==> config.mk <==
export PLATFORM = sky130hd
export DESIGN_NAME = elastic_flush_pipeline_flat
export DESIGN_NICKNAME = d
export VERILOG_FILES = /design/src/rtl/elastic_flush_pipeline_pkg.sv /design/src/rtl/elastic_flush_pipeline_if.sv /design/src/rtl/elastic_flush_pipeline_stage.sv /design/src/rtl/elastic_flush_pipeline.sv /design/src/flat_wrapper.sv
export SDC_FILE = /design/constraint.sdc
export NUM_CORES = 1
export LEC_CHECK = 0
export CAP_MARGIN = 20
export CELL_PAD_IN_SITES_DETAIL_PLACEMENT = 2
export CELL_PAD_IN_SITES_GLOBAL_PLACEMENT = 2
export CORE_UTILIZATION = 38
export CTS_CLUSTER_SIZE = 24
export DETAILED_ROUTE_END_ITERATION = 16
export PLACE_DENSITY_LB_ADDON = 0.2
export SETUP_SLACK_MARGIN = 0.4
export SLEW_MARGIN = 20
export SYNTH_ARGS = -nofsm -noshare
export SYNTH_HDL_FRONTEND = slang
export SYNTH_SLANG_ARGS = --single-unit
==> constraint.sdc <==
create_clock -name clk -period 10.35 [get_ports clk]
set_input_delay 3.105 -clock clk [delete_from_list [all_inputs] [get_ports clk]]
set_output_delay 3.105 -clock clk [all_outputs]
set_load 0.03 [all_outputs]
==> src/rtl/elastic_flush_pipeline_pkg.sv <==
// Shared constants and helpers for the elastic flush pipeline.
package pipeline_pkg;

  localparam int DEFAULT_ADDRESS_WIDTH = 32;
  localparam int DEFAULT_ID_WIDTH      = 4;
  localparam int DEFAULT_DEPTH         = 4;
  localparam int DEFAULT_OFFSET_STEP   = 3;

  // Address offset added when an entry is loaded into stage k.
  function automatic int unsigned stage_offset(input int unsigned k,
                                               input int unsigned step = DEFAULT_OFFSET_STEP);
    return (k + 1) * step;
  endfunction

endpackage

==> src/rtl/elastic_flush_pipeline_if.sv <==
// Request, response and flush signals of the elastic flush pipeline.
// master = the side that issues requests and consumes outputs, slave = the pipeline.
interface elastic_flush_pipeline_if
  import pipeline_pkg::*;
#(
  parameter int ADDRESS_WIDTH = DEFAULT_ADDRESS_WIDTH,
  parameter int ID_WIDTH      = DEFAULT_ID_WIDTH,
  parameter int DEPTH         = DEFAULT_DEPTH
);

  localparam int KILL_WIDTH = $clog2(DEPTH + 2);
  localparam int OCC_WIDTH  = $clog2(DEPTH + 1);

  logic [ADDRESS_WIDTH-1:0] in_address;
  logic [ID_WIDTH-1:0]      in_id;
  logic                     in_valid;
  logic                     in_ready;
  logic                     in_flush;
  logic [ID_WIDTH-1:0]      in_flush_id;
  logic [ADDRESS_WIDTH-1:0] out_address;
  logic [ID_WIDTH-1:0]      out_id;
  logic                     out_valid;
  logic                     out_ready;
  logic                     flush_done;
  logic [KILL_WIDTH-1:0]    kill_count;
  logic [OCC_WIDTH-1:0]     occupancy;

  modport master (
    output in_address, in_id, in_valid, in_flush, in_flush_id, out_ready,
    input  in_ready, out_address, out_id, out_valid, flush_done, kill_count, occupancy
  );

  modport slave (
    input  in_address, in_id, in_valid, in_flush, in_flush_id, out_ready,
    output in_ready, out_address, out_id, out_valid, flush_done, kill_count, occupancy
  );

endinterface

==> src/rtl/elastic_flush_pipeline_stage.sv <==
// One register stage: loads from upstream whenever it is empty or its own
// entry is leaving, adds its fixed address offset on load, and drops any
// entry (held or arriving) whose ID matches an active flush.
module elastic_stage
  import pipeline_pkg::*;
#(
  parameter int ADDRESS_WIDTH = DEFAULT_ADDRESS_WIDTH,
  parameter int ID_WIDTH      = DEFAULT_ID_WIDTH,
  parameter int OFFSET_STEP   = DEFAULT_OFFSET_STEP,
  parameter int STAGE_INDEX   = 0
) (
  input  logic                     clk,
  input  logic                     reset,
  input  logic                     i_up_valid,
  input  logic [ADDRESS_WIDTH-1:0] i_up_address,
  input  logic [ID_WIDTH-1:0]      i_up_id,
  input  logic                     i_down_ready,
  input  logic                     i_flush,
  input  logic [ID_WIDTH-1:0]      i_flush_id,
  output logic                     o_valid,
  output logic [ADDRESS_WIDTH-1:0] o_address,
  output logic [ID_WIDTH-1:0]      o_id,
  output logic                     o_ready,
  output logic                     o_kill
);

  localparam logic [ADDRESS_WIDTH-1:0] LP_OFFSET =
    ADDRESS_WIDTH'(stage_offset(STAGE_INDEX, OFFSET_STEP));

  logic                     r_valid;
  logic [ADDRESS_WIDTH-1:0] r_address;
  logic [ID_WIDTH-1:0]      r_id;

  logic                w_ready;
  logic                w_next_valid_raw;
  logic [ID_WIDTH-1:0] w_next_id;
  logic                w_kill;

  // Ready depends only on our own valid and the downstream ready, never on upstream valid.
  assign w_ready          = !r_valid || i_down_ready;
  // Entry that would occupy this stage after the edge if no flush were active.
  assign w_next_valid_raw = w_ready ? i_up_valid : r_valid;
  assign w_next_id        = w_ready ? i_up_id    : r_id;
  // A matching entry is killed where it lands, whether it stays or arrives.
  assign w_kill           = w_next_valid_raw && i_flush && (w_next_id == i_flush_id);

  // Stage register: hold when stalled, load (with offset) when the slot frees up.
  always_ff @(posedge clk or posedge reset) begin
    if (reset) begin
      r_valid   <= 1'b0;
      r_address <= '0;
      r_id      <= '0;
    end else begin
      r_valid <= w_next_valid_raw && !w_kill;
      if (w_ready && i_up_valid) begin
        r_address <= i_up_address + LP_OFFSET;
        r_id      <= i_up_id;
      end
    end
  end

  assign o_valid   = r_valid;
  assign o_address = r_address;
  assign o_id      = r_id;
  assign o_ready   = w_ready;
  assign o_kill    = w_kill;

endmodule

==> src/rtl/elastic_flush_pipeline.sv <==
// Elastic pipeline of DEPTH register stages with per-stage address jumbling
// and ID-selective flush. The last stage drives the output directly.
module elastic_flush_pipeline
  import pipeline_pkg::*;
#(
  parameter int ADDRESS_WIDTH = DEFAULT_ADDRESS_WIDTH,
  parameter int ID_WIDTH      = DEFAULT_ID_WIDTH,
  parameter int DEPTH         = DEFAULT_DEPTH,
  parameter int OFFSET_STEP   = DEFAULT_OFFSET_STEP
) (
  input logic                     clk,
  input logic                     reset,
  elastic_flush_pipeline_if.slave bus
);

  localparam int KW = $clog2(DEPTH + 2);
  localparam int OW = $clog2(DEPTH + 1);

  logic [DEPTH-1:0] w_valid_vec;
  logic [DEPTH-1:0] w_kill_vec;
  logic [KW-1:0]    w_kill_sum;
  logic [OW-1:0]    w_occupancy;
  logic [KW-1:0]    r_kill_count;
  logic             r_flush_done;

  genvar gi;
  generate
    for (gi = 0; gi < DEPTH; gi++) begin : g_stage
      logic                     w_up_valid;
      logic [ADDRESS_WIDTH-1:0] w_up_address;
      logic [ID_WIDTH-1:0]      w_up_id;
      logic                     w_down_ready;
      logic                     w_valid;
      logic [ADDRESS_WIDTH-1:0] w_address;
      logic [ID_WIDTH-1:0]      w_id;
      logic                     w_ready;
      logic                     w_kill;

      if (gi == 0) begin : g_head
        assign w_up_valid   = bus.in_valid;
        assign w_up_address = bus.in_address;
        assign w_up_id      = bus.in_id;
      end else begin : g_body
        assign w_up_valid   = g_stage[gi-1].w_valid;
        assign w_up_address = g_stage[gi-1].w_address;
        assign w_up_id      = g_stage[gi-1].w_id;
      end

      if (gi == DEPTH - 1) begin : g_tail
        assign w_down_ready = bus.out_ready;
      end else begin : g_link
        assign w_down_ready = g_stage[gi+1].w_ready;
      end

      elastic_stage #(
        .ADDRESS_WIDTH(ADDRESS_WIDTH),
        .ID_WIDTH     (ID_WIDTH),
        .OFFSET_STEP  (OFFSET_STEP),
        .STAGE_INDEX  (gi)
      ) u_stage (
        .clk         (clk),
        .reset       (reset),
        .i_up_valid  (w_up_valid),
        .i_up_address(w_up_address),
        .i_up_id     (w_up_id),
        .i_down_ready(w_down_ready),
        .i_flush     (bus.in_flush),
        .i_flush_id  (bus.in_flush_id),
        .o_valid     (w_valid),
        .o_address   (w_address),
        .o_id        (w_id),
        .o_ready     (w_ready),
        .o_kill      (w_kill)
      );

      assign w_valid_vec[gi] = w_valid;
      assign w_kill_vec[gi]  = w_kill;
    end
  endgenerate

  // Count kills this cycle and valid stages; a dropped input shows up as a stage-0 kill.
  always_comb begin
    w_kill_sum  = '0;
    w_occupancy = '0;
    for (int i = 0; i < DEPTH; i++) begin
      w_kill_sum  = w_kill_sum + KW'(w_kill_vec[i]);
      w_occupancy = w_occupancy + OW'(w_valid_vec[i]);
    end
  end

  // Flush status: done pulse follows every flush strobe, count held until the next one.
  always_ff @(posedge clk or posedge reset) begin
    if (reset) begin
      r_flush_done <= 1'b0;
      r_kill_count <= '0;
    end else begin
      r_flush_done <= bus.in_flush;
      if (bus.in_flush) begin
        r_kill_count <= w_kill_sum;
      end
    end
  end

  assign bus.in_ready    = g_stage[0].w_ready;
  assign bus.out_valid   = g_stage[DEPTH-1].w_valid;
  assign bus.out_address = g_stage[DEPTH-1].w_address;
  assign bus.out_id      = g_stage[DEPTH-1].w_id;
  assign bus.flush_done  = r_flush_done;
  assign bus.kill_count  = r_kill_count;
  assign bus.occupancy   = w_occupancy;

endmodule

==> src/flat_wrapper.sv <==
// flat-port wrapper written by rule: the top's interface ports become plain ports
module elastic_flush_pipeline_flat import pipeline_pkg::*;
#(
  parameter int ADDRESS_WIDTH = DEFAULT_ADDRESS_WIDTH,
  parameter int ID_WIDTH      = DEFAULT_ID_WIDTH,
  parameter int DEPTH         = DEFAULT_DEPTH,
  parameter int OFFSET_STEP   = DEFAULT_OFFSET_STEP
)
  (clk, reset, bus_in_address, bus_in_id, bus_in_valid, bus_in_flush, bus_in_flush_id, bus_out_ready, bus_in_ready, bus_out_address, bus_out_id, bus_out_valid, bus_flush_done, bus_kill_count, bus_occupancy);
  elastic_flush_pipeline_if #(.ADDRESS_WIDTH(ADDRESS_WIDTH), .ID_WIDTH(ID_WIDTH), .DEPTH(DEPTH)) bus_i ();
  input logic clk;
  input logic reset;
  input wire logic [$bits(bus_i.in_address)-1:0] bus_in_address;
  input wire logic [$bits(bus_i.in_id)-1:0] bus_in_id;
  input wire logic [$bits(bus_i.in_valid)-1:0] bus_in_valid;
  input wire logic [$bits(bus_i.in_flush)-1:0] bus_in_flush;
  input wire logic [$bits(bus_i.in_flush_id)-1:0] bus_in_flush_id;
  input wire logic [$bits(bus_i.out_ready)-1:0] bus_out_ready;
  output wire logic [$bits(bus_i.in_ready)-1:0] bus_in_ready;
  output wire logic [$bits(bus_i.out_address)-1:0] bus_out_address;
  output wire logic [$bits(bus_i.out_id)-1:0] bus_out_id;
  output wire logic [$bits(bus_i.out_valid)-1:0] bus_out_valid;
  output wire logic [$bits(bus_i.flush_done)-1:0] bus_flush_done;
  output wire logic [$bits(bus_i.kill_count)-1:0] bus_kill_count;
  output wire logic [$bits(bus_i.occupancy)-1:0] bus_occupancy;
  assign bus_i.in_address = bus_in_address;
  assign bus_i.in_id = bus_in_id;
  assign bus_i.in_valid = bus_in_valid;
  assign bus_i.in_flush = bus_in_flush;
  assign bus_i.in_flush_id = bus_in_flush_id;
  assign bus_i.out_ready = bus_out_ready;
  assign bus_in_ready = bus_i.in_ready;
  assign bus_out_address = bus_i.out_address;
  assign bus_out_id = bus_i.out_id;
  assign bus_out_valid = bus_i.out_valid;
  assign bus_flush_done = bus_i.flush_done;
  assign bus_kill_count = bus_i.kill_count;
  assign bus_occupancy = bus_i.occupancy;
  elastic_flush_pipeline #(.ADDRESS_WIDTH(ADDRESS_WIDTH), .ID_WIDTH(ID_WIDTH), .DEPTH(DEPTH), .OFFSET_STEP(OFFSET_STEP)) u_core (.clk(clk), .reset(reset), .bus(bus_i));
endmodule
==> impl_metrics.yaml, run 1 <==
status:
  status: "completed"
setup_path:
  startpoint: "bus_out_ready"
  cp-endpoint: "bus_in_ready"
  rr_endpoint: "u_core.bus.kill_count[1]"
  ff2ff_path_depth: 9
  crit_required_ps: 7250
  path_buf_inv: 2
  critPathKind: "input port to output port"
  crit_top_cell: "clkdlybuf4s50_1"
  critical-path-max-stage-delay_ps: 680
  crit_cells: 4
  reg2reg_slack_ps: 6770
  end_kind: "output port"
  critical-path-top-delay-family: "buffers and inverters"
  cp.arrival_ps: 4940
  r2r-start: "u_core.g_stage[2].u_stage.o_valid"
  crit_slowest_cell: "clkdlybuf4s50_1"
  path_cells: "clkdlybuf4s50_1 -> and3b_1 -> nand3_1 -> clkdlybuf4s50_1"
  path_max_fanout: 7
  startpoint_type: "input port"
sta:
  hold_ws_ps: 478.9
  setup_ws_ps: 2307
  report.final.slew_viol_count: 0
  rsz0062_at_grt: "false"
  hold_viol: 0
  finalCritPeriodShare_pct: 77.71
  max_freq_ghz: 0.1243
  finClkSkew_ps: 8.634
  worst_pin_slew_ps: 992.5
  finalSetupViolCount: 0
  tns_ps: 0
  finalCriticalPeriod_ps: 8043
  slew_headroom_pct: 33.83
global_routing:
  grt_max_degree: 78
  grt_pass1_vias: 7342
  grtUsageTotal_pct: 21.41
  antenna_found_initial: 0
  grt-ovfl-total: 0
  grt_pass1_wl_um: 37710
layout:
  final_core_util_pct: 47.31
  nNetsFinal: 1040
  n_antenna_cell: 0
  nFillCells: 2268
  drive_above_1_share_pct: 6.827
  mostFrequentLayoutCells: "176 x nand2_1, 152 x dfrtp_1, 130 x o21ai_0, 89 x clkdlybuf4s50_1, 65 x xnor2_1"
  syn_to_final_growth_pct: 21.53
  mostFrequentLayoutCell: "nand2_1"
  fin_area_mm2: 0.01001
synth:
  avgSynthCellArea_um2: 9.030
  synthDistinctLibCells: 53
  ys_ff_latch: 152
  synth-main-ff-cell: "dfrtp_1"
  syn_area_mm2: 0.008235
  synthCells: 912
  async_flop_share_pct: 100.0
  synth-edff-count: 0
  ys_seq_area_share_pct: 46.19
  yosys_warnings: 0
  synth_nets: 967
routing:
  vias: 6695
  first_pass_iters: 4
  detail_route.vias_per_cell: 5.268
  ant_nets: 0
  drt-total-wl_um: 22130
  wl_per_cell_um: 17.41
  drc_errors: 0
  dr.first_iter.drc_count: 145
die:
  core_area_mm2: 0.02115
  fp.dieW_um: 149.2
  die_h_um: 149.2
  io_pins: 90
  start_util_pct: 38.93
  num_rows: 53
  dieArea_mm2: 0.02227
clock_tree:
  clk_pin_slew_ps: 60
  htree_levels: 4
  postCtsHoldBufs: 0
  cts_setup_buffers: 0
  clock-root-buffer: "clkbuf_16"
  cts_tree: "done"
  clockBufferDepth: 2
  clk_latency_ps: 420
  cts.repair.resized: 0
  cts_sinks: 152
  cts_buffers: 17
hold_path:
  hold_path.class: "register to register"
  min_from: "u_core.g_stage[3].u_stage.o_address[22]"
power_and_ir_drop:
  p_per_area_mw_per_mm2: 260.5
  power_leakage_nw: 3.987
  switching_power_w: 0.0009993
  p_sw_share_pct: 38.33
  pwr-share-seq_pct: 40.2
  vdd_ir_drop_max_mv: 0.09781
  p_int_w: 0.001608
  p_clk_share_pct: 25.9
  pwr-share-comb_pct: 33.9
placed_design:
  gp_congestion: 0.7731
  dpl.hpwl_um: 15740
  io_buffers: 89
  placed_area_mm2: 0.009370
  dp_slack_ps: 2359
flow_run:
  maxCapViolations: 0
==> per-layer routing <==
metal	share of wire (%)	global-route usage (%)	vias up
met1	47	27.60	3276
met5	0	0	-
met2	49	36.86	111
met4	1.9	7.143	0
met3	1.9	2.844	30
li1	-	-	3278
==> worst register-to-register path, cell delays in order (launching register included) <==
cell,delay [ps]
dfrtp_1,550
nand3b_1,440
o21ai_4,270
buf_4,510
o32ai_1,170
o221a_2,290
ha_1,300
fa_1,390
ha_1,270
mux2_2,270
==> sequential cells by signal, indices dropped and copies added, names as in the netlist <==
register	flops
u_core.g_stage.u_stage.o_valid	4
u_core.g_stage.u_stage.o_id	16
u_core.bus.flush_done	1
u_core.g_stage.u_stage.o_address	128
u_core.bus.kill_count	3
==> power groups by stage <==
stage | Combinational (W) | Sequential, W | Clock (W)
after global routing | 0.000988 | 0.00109 | 0.000710
final | 0.000885 | 0.00105 | 0.000675
after CTS | 0.000901 | 0.00105 | 0.000688
after floorplan | 0.000493 | 0.00110 | 0
after detailed placement | 0.000887 | 0.00105 | 0
after global placement | 0.000848 | 0.00104 | 0
==> cells in the mapped netlist (all sizes together), types with 8 or more instances <==
| cell type | n | share of area (%) |
|---|---|---|
| nand3 | 35 | 2.1 |
| xor2 | 61 | 6.5 |
| nor2 | 36 | 1.6 |
| mux2 | 17 | 2.3 |
| nor3 | 25 | 1.5 |
| nor4 | 10 | 0.76 |
| nand2 | 178 | 8.1 |
| xnor2 | 65 | 6.9 |
| o21ai | 131 | 8.0 |
| ha | 8 | 1.2 |
| dfrtp | 152 | 46 |
| nand4 | 32 | 2.6 |
| clkbuf | 37 | 1.7 |
| inv | 26 | 1.2 |
| and4 | 11 | 1.2 |
| and3 | 14 | 1.1 |
==> metrics by stage <==
step	power (W)	cells
2_1_floorplan	0.001588	912
3_3_place_gp	0.001886	1241
4_1_cts	0.002641	1271
3_5_place_dp	0.001942	1241
6_report	0.002607	1271
5_1_grt	0.002782	1271
==> worst min path at each step <==
stage / end / slack [ps] / cells past startpoint
after floorplan: u_core.g_stage[1].u_stage.o_address[0] / 440 / 2
after global placement: u_core.g_stage[3].u_stage.o_address[31] / 460 / 2
after detailed placement: u_core.g_stage[3].u_stage.o_address[5] / 480 / 2
after CTS: u_core.g_stage[3].u_stage.o_address[5] / 490 / 2
after global routing: u_core.g_stage[3].u_stage.o_address[4] / 510 / 2
final: u_core.g_stage[3].u_stage.o_address[22] / 480 / 2
==> cell type report <==
cell class              instances  area, um^2  area share, %
multi-input cells             692        4182          41.78
repair buffers                 96       943.4          9.426
well taps                     275       344.1          3.438
clock inverters                 9       172.7          1.725
flip-flops and latches        152        3804          38.00
inverters                      26       102.6          1.025
clock buffers                  21       460.4          4.601
==> cells by family (layout without fill, tap and decap cells) <==
| family | count (synthesis) | after routing | share of synthesized area [%] |
|---|---|---|---|
| flops | 152 | 152 | 46.19 |
| simple gates | 378 | 378 | 22.29 |
| buf+inv | 68 | 152 | 3.297 |
| mux | 22 | 22 | 2.932 |
| fa+ha+maj | 10 | 10 | 1.702 |
| xor+xnor | 126 | 126 | 13.40 |
| compound gates | 156 | 156 | 10.19 |
No activity file was read; power rests on OpenSTA's default activity.
==> run 2, diff against run 1 <==
CORE_UTILIZATION = 35   (was 38)
clock period = 8.31 ns   (was 10.35 ns; I/O delays follow)
==> run 2 against run 1 <==
  * Cell area rose by 0.35%
  * Critical endpoint unchanged
  * First-iteration DRC count rose by 38%
  * Via count fell by 1.2%
  * Sequential cell count did not move
  * Clock skew rose by 0.89 ps
  * Sequential power rose by 24%
  * Register-to-register slack got worse by 2100 ps
  * Sequential share of layout area fell by 0.13 points
==> impl_metrics.yaml, run 2 (synthesis gave the netlist of run 1 again) <==
setup_path:
  r2r-start: "u_core.g_stage[2].u_stage.o_valid"
  path_cells: "clkdlybuf4s50_1 -> and3b_1 -> nand3_1 -> clkdlybuf4s50_1"
  end_kind: "output port"
  critical-path-top-delay-family: "buffers and inverters"
  path_max_fanout: 7
  crit_required_ps: 5820
  rr_endpoint: "u_core.bus.kill_count[1]"
  reg2reg_slack_ps: 4700
  path_buf_inv: 2
  cp.arrival_ps: 4280
  crit_slowest_cell: "clkdlybuf4s50_1"
  ff2ff_path_depth: 9
  crit_top_cell: "clkdlybuf4s50_1"
  critPathKind: "input port to output port"
  startpoint_type: "input port"
  critical-path-max-stage-delay_ps: 670
power_and_ir_drop:
  pwr-share-comb_pct: 34.1
  power_leakage_nw: 3.981
  p_per_area_mw_per_mm2: 319.4
  switching_power_w: 0.001242
  p_int_w: 0.001966
  pwr-share-seq_pct: 40.5
  p_sw_share_pct: 38.72
  p_clk_share_pct: 25.5
  vdd_ir_drop_max_mv: 0.1131
global_routing:
  grt_pass1_vias: 7174
  grtUsageTotal_pct: 19.37
  grt_pass1_wl_um: 37250
  antenna_found_initial: 0
  grt-ovfl-total: 0
  grt_max_degree: 78
status:
  status: "completed"
sta:
  max_freq_ghz: 0.1477
  finalCritPeriodShare_pct: 81.49
  finalCriticalPeriod_ps: 6772
  hold_viol: 0
  slew_headroom_pct: 36.99
  hold_ws_ps: 479.7
  rsz0062_at_grt: "false"
  tns_ps: 0
  finClkSkew_ps: 9.525
  worst_pin_slew_ps: 945.2
  finalSetupViolCount: 0
  report.final.slew_viol_count: 0
routing:
  first_pass_iters: 4
  dr.first_iter.drc_count: 200
  ant_nets: 0
  vias: 6614
  wl_per_cell_um: 16.45
  detail_route.vias_per_cell: 5.045
  drt-total-wl_um: 21570
  drc_errors: 0
flow_run:
  maxCapViolations: 0
die:
  num_rows: 55
  core_area_mm2: 0.02285
  dieArea_mm2: 0.02415
  io_pins: 90
  fp.dieW_um: 155.4
  start_util_pct: 36.05
  die_h_um: 155.4
clock_tree:
  cts_setup_buffers: 0
  cts_tree: "done"
  clk_pin_slew_ps: 60
  postCtsHoldBufs: 0
  clk_latency_ps: 420
  cts.repair.resized: 0
  clock-root-buffer: "clkbuf_16"
  cts_sinks: 152
  cts_buffers: 17
  clockBufferDepth: 2
  htree_levels: 4
layout:
  fin_cells: 1311
  drive_above_1_share_pct: 7.114
  mostFrequentLayoutCells: "176 x nand2_1, 152 x dfrtp_1, 130 x o21ai_0, 89 x clkdlybuf4s50_1, 65 x xnor2_1"
  mostFrequentLayoutCell: "nand2_1"
  syn_to_final_growth_pct: 21.95
  nNetsFinal: 1040
  n_antenna_cell: 0
  largest_register_ffs: 128
hold_path:
  hold_depth: 2
  hold_path_end: "u_core.g_stage[3].u_stage.o_address[10]"
  hold_path.class: "register to register"
  min_from: "u_core.g_stage[3].u_stage.o_address[10]"
placed_design:
  placed_cells: 1279
  dpl.hpwl_um: 15670
  io_buffers: 89
  gp_congestion: 0.7655
## run 2: cell count changes in the layout (fill, tap and decap cells not counted), sizes merged
cell      change
bufinv        -1
clkbuf        -2
clkinv        +4
clkinvlp      +1
## run 2: per-stage QoR
stage	cell area, um^2	total power [W]	utilization (%)	setup slack (ps)
floorplan	8235	0.001978	-	1724
global placement	9418	0.002357	41.22	1567
detailed placement	9418	0.002418	41.22	1540
CTS	10040	0.003259	43.94	1531
global route	10040	0.003442	43.96	1437
finish	10040	0.003208	43.96	1538
## run 2: layout make-up
cell class	instances	area, um^2
clock inverter	13	177.7
clock buffer	19	442.9
multi-input combinational	692	4182
sequential	152	3804
inverter	26	102.6
fill	2526	12800
tap	313	391.6
timing repair buffer	96	943.4
## run 2: worst min-delay path, delay by kind of cell, from the launching register on
kind / cells / cell delay, ps
simple gates: 1 / 50
flops: 1 / 340
compound gates: 1 / 60
## run 2: worst max-delay path by stage
stage	start	to	slack, ps	cells past startpoint
detailed placement	bus_out_ready	bus_in_ready	1540	4
global route	bus_out_ready	bus_in_ready	1440	4
CTS	bus_out_ready	bus_in_ready	1530	4
global placement	bus_out_ready	bus_in_ready	1570	4
finish	bus_out_ready	bus_in_ready	1540	4
floorplan	reset	u_core.bus.flush_done	1720	1
## run 2: power by group through the flow
| stage | registers (W) | clock network (W) | logic (W) |
|---|---|---|---|
| after global placement | 0.00129 | 0 | 0.00106 |
| final | 0.00130 | 0.000817 | 0.00109 |
| after CTS | 0.00130 | 0.000837 | 0.00112 |
| after detailed placement | 0.00131 | 0 | 0.00110 |
| after global routing | 0.00134 | 0.000868 | 0.00123 |
| after floorplan | 0.00136 | 0 | 0.000613 |
## run 2: routing by layer
| metal | up-vias | share of wire (%) | track usage, % |
|---|---|---|---|
| li1 | 3286 | - | - |
| met1 | 3211 | 49 | 26.24 |
| met2 | 95 | 48 | 31.97 |
| met3 | 22 | 2.2 | 2.618 |
| met4 | 0 | 1.6 | 6.209 |
| met5 | - | 0 | 0 |
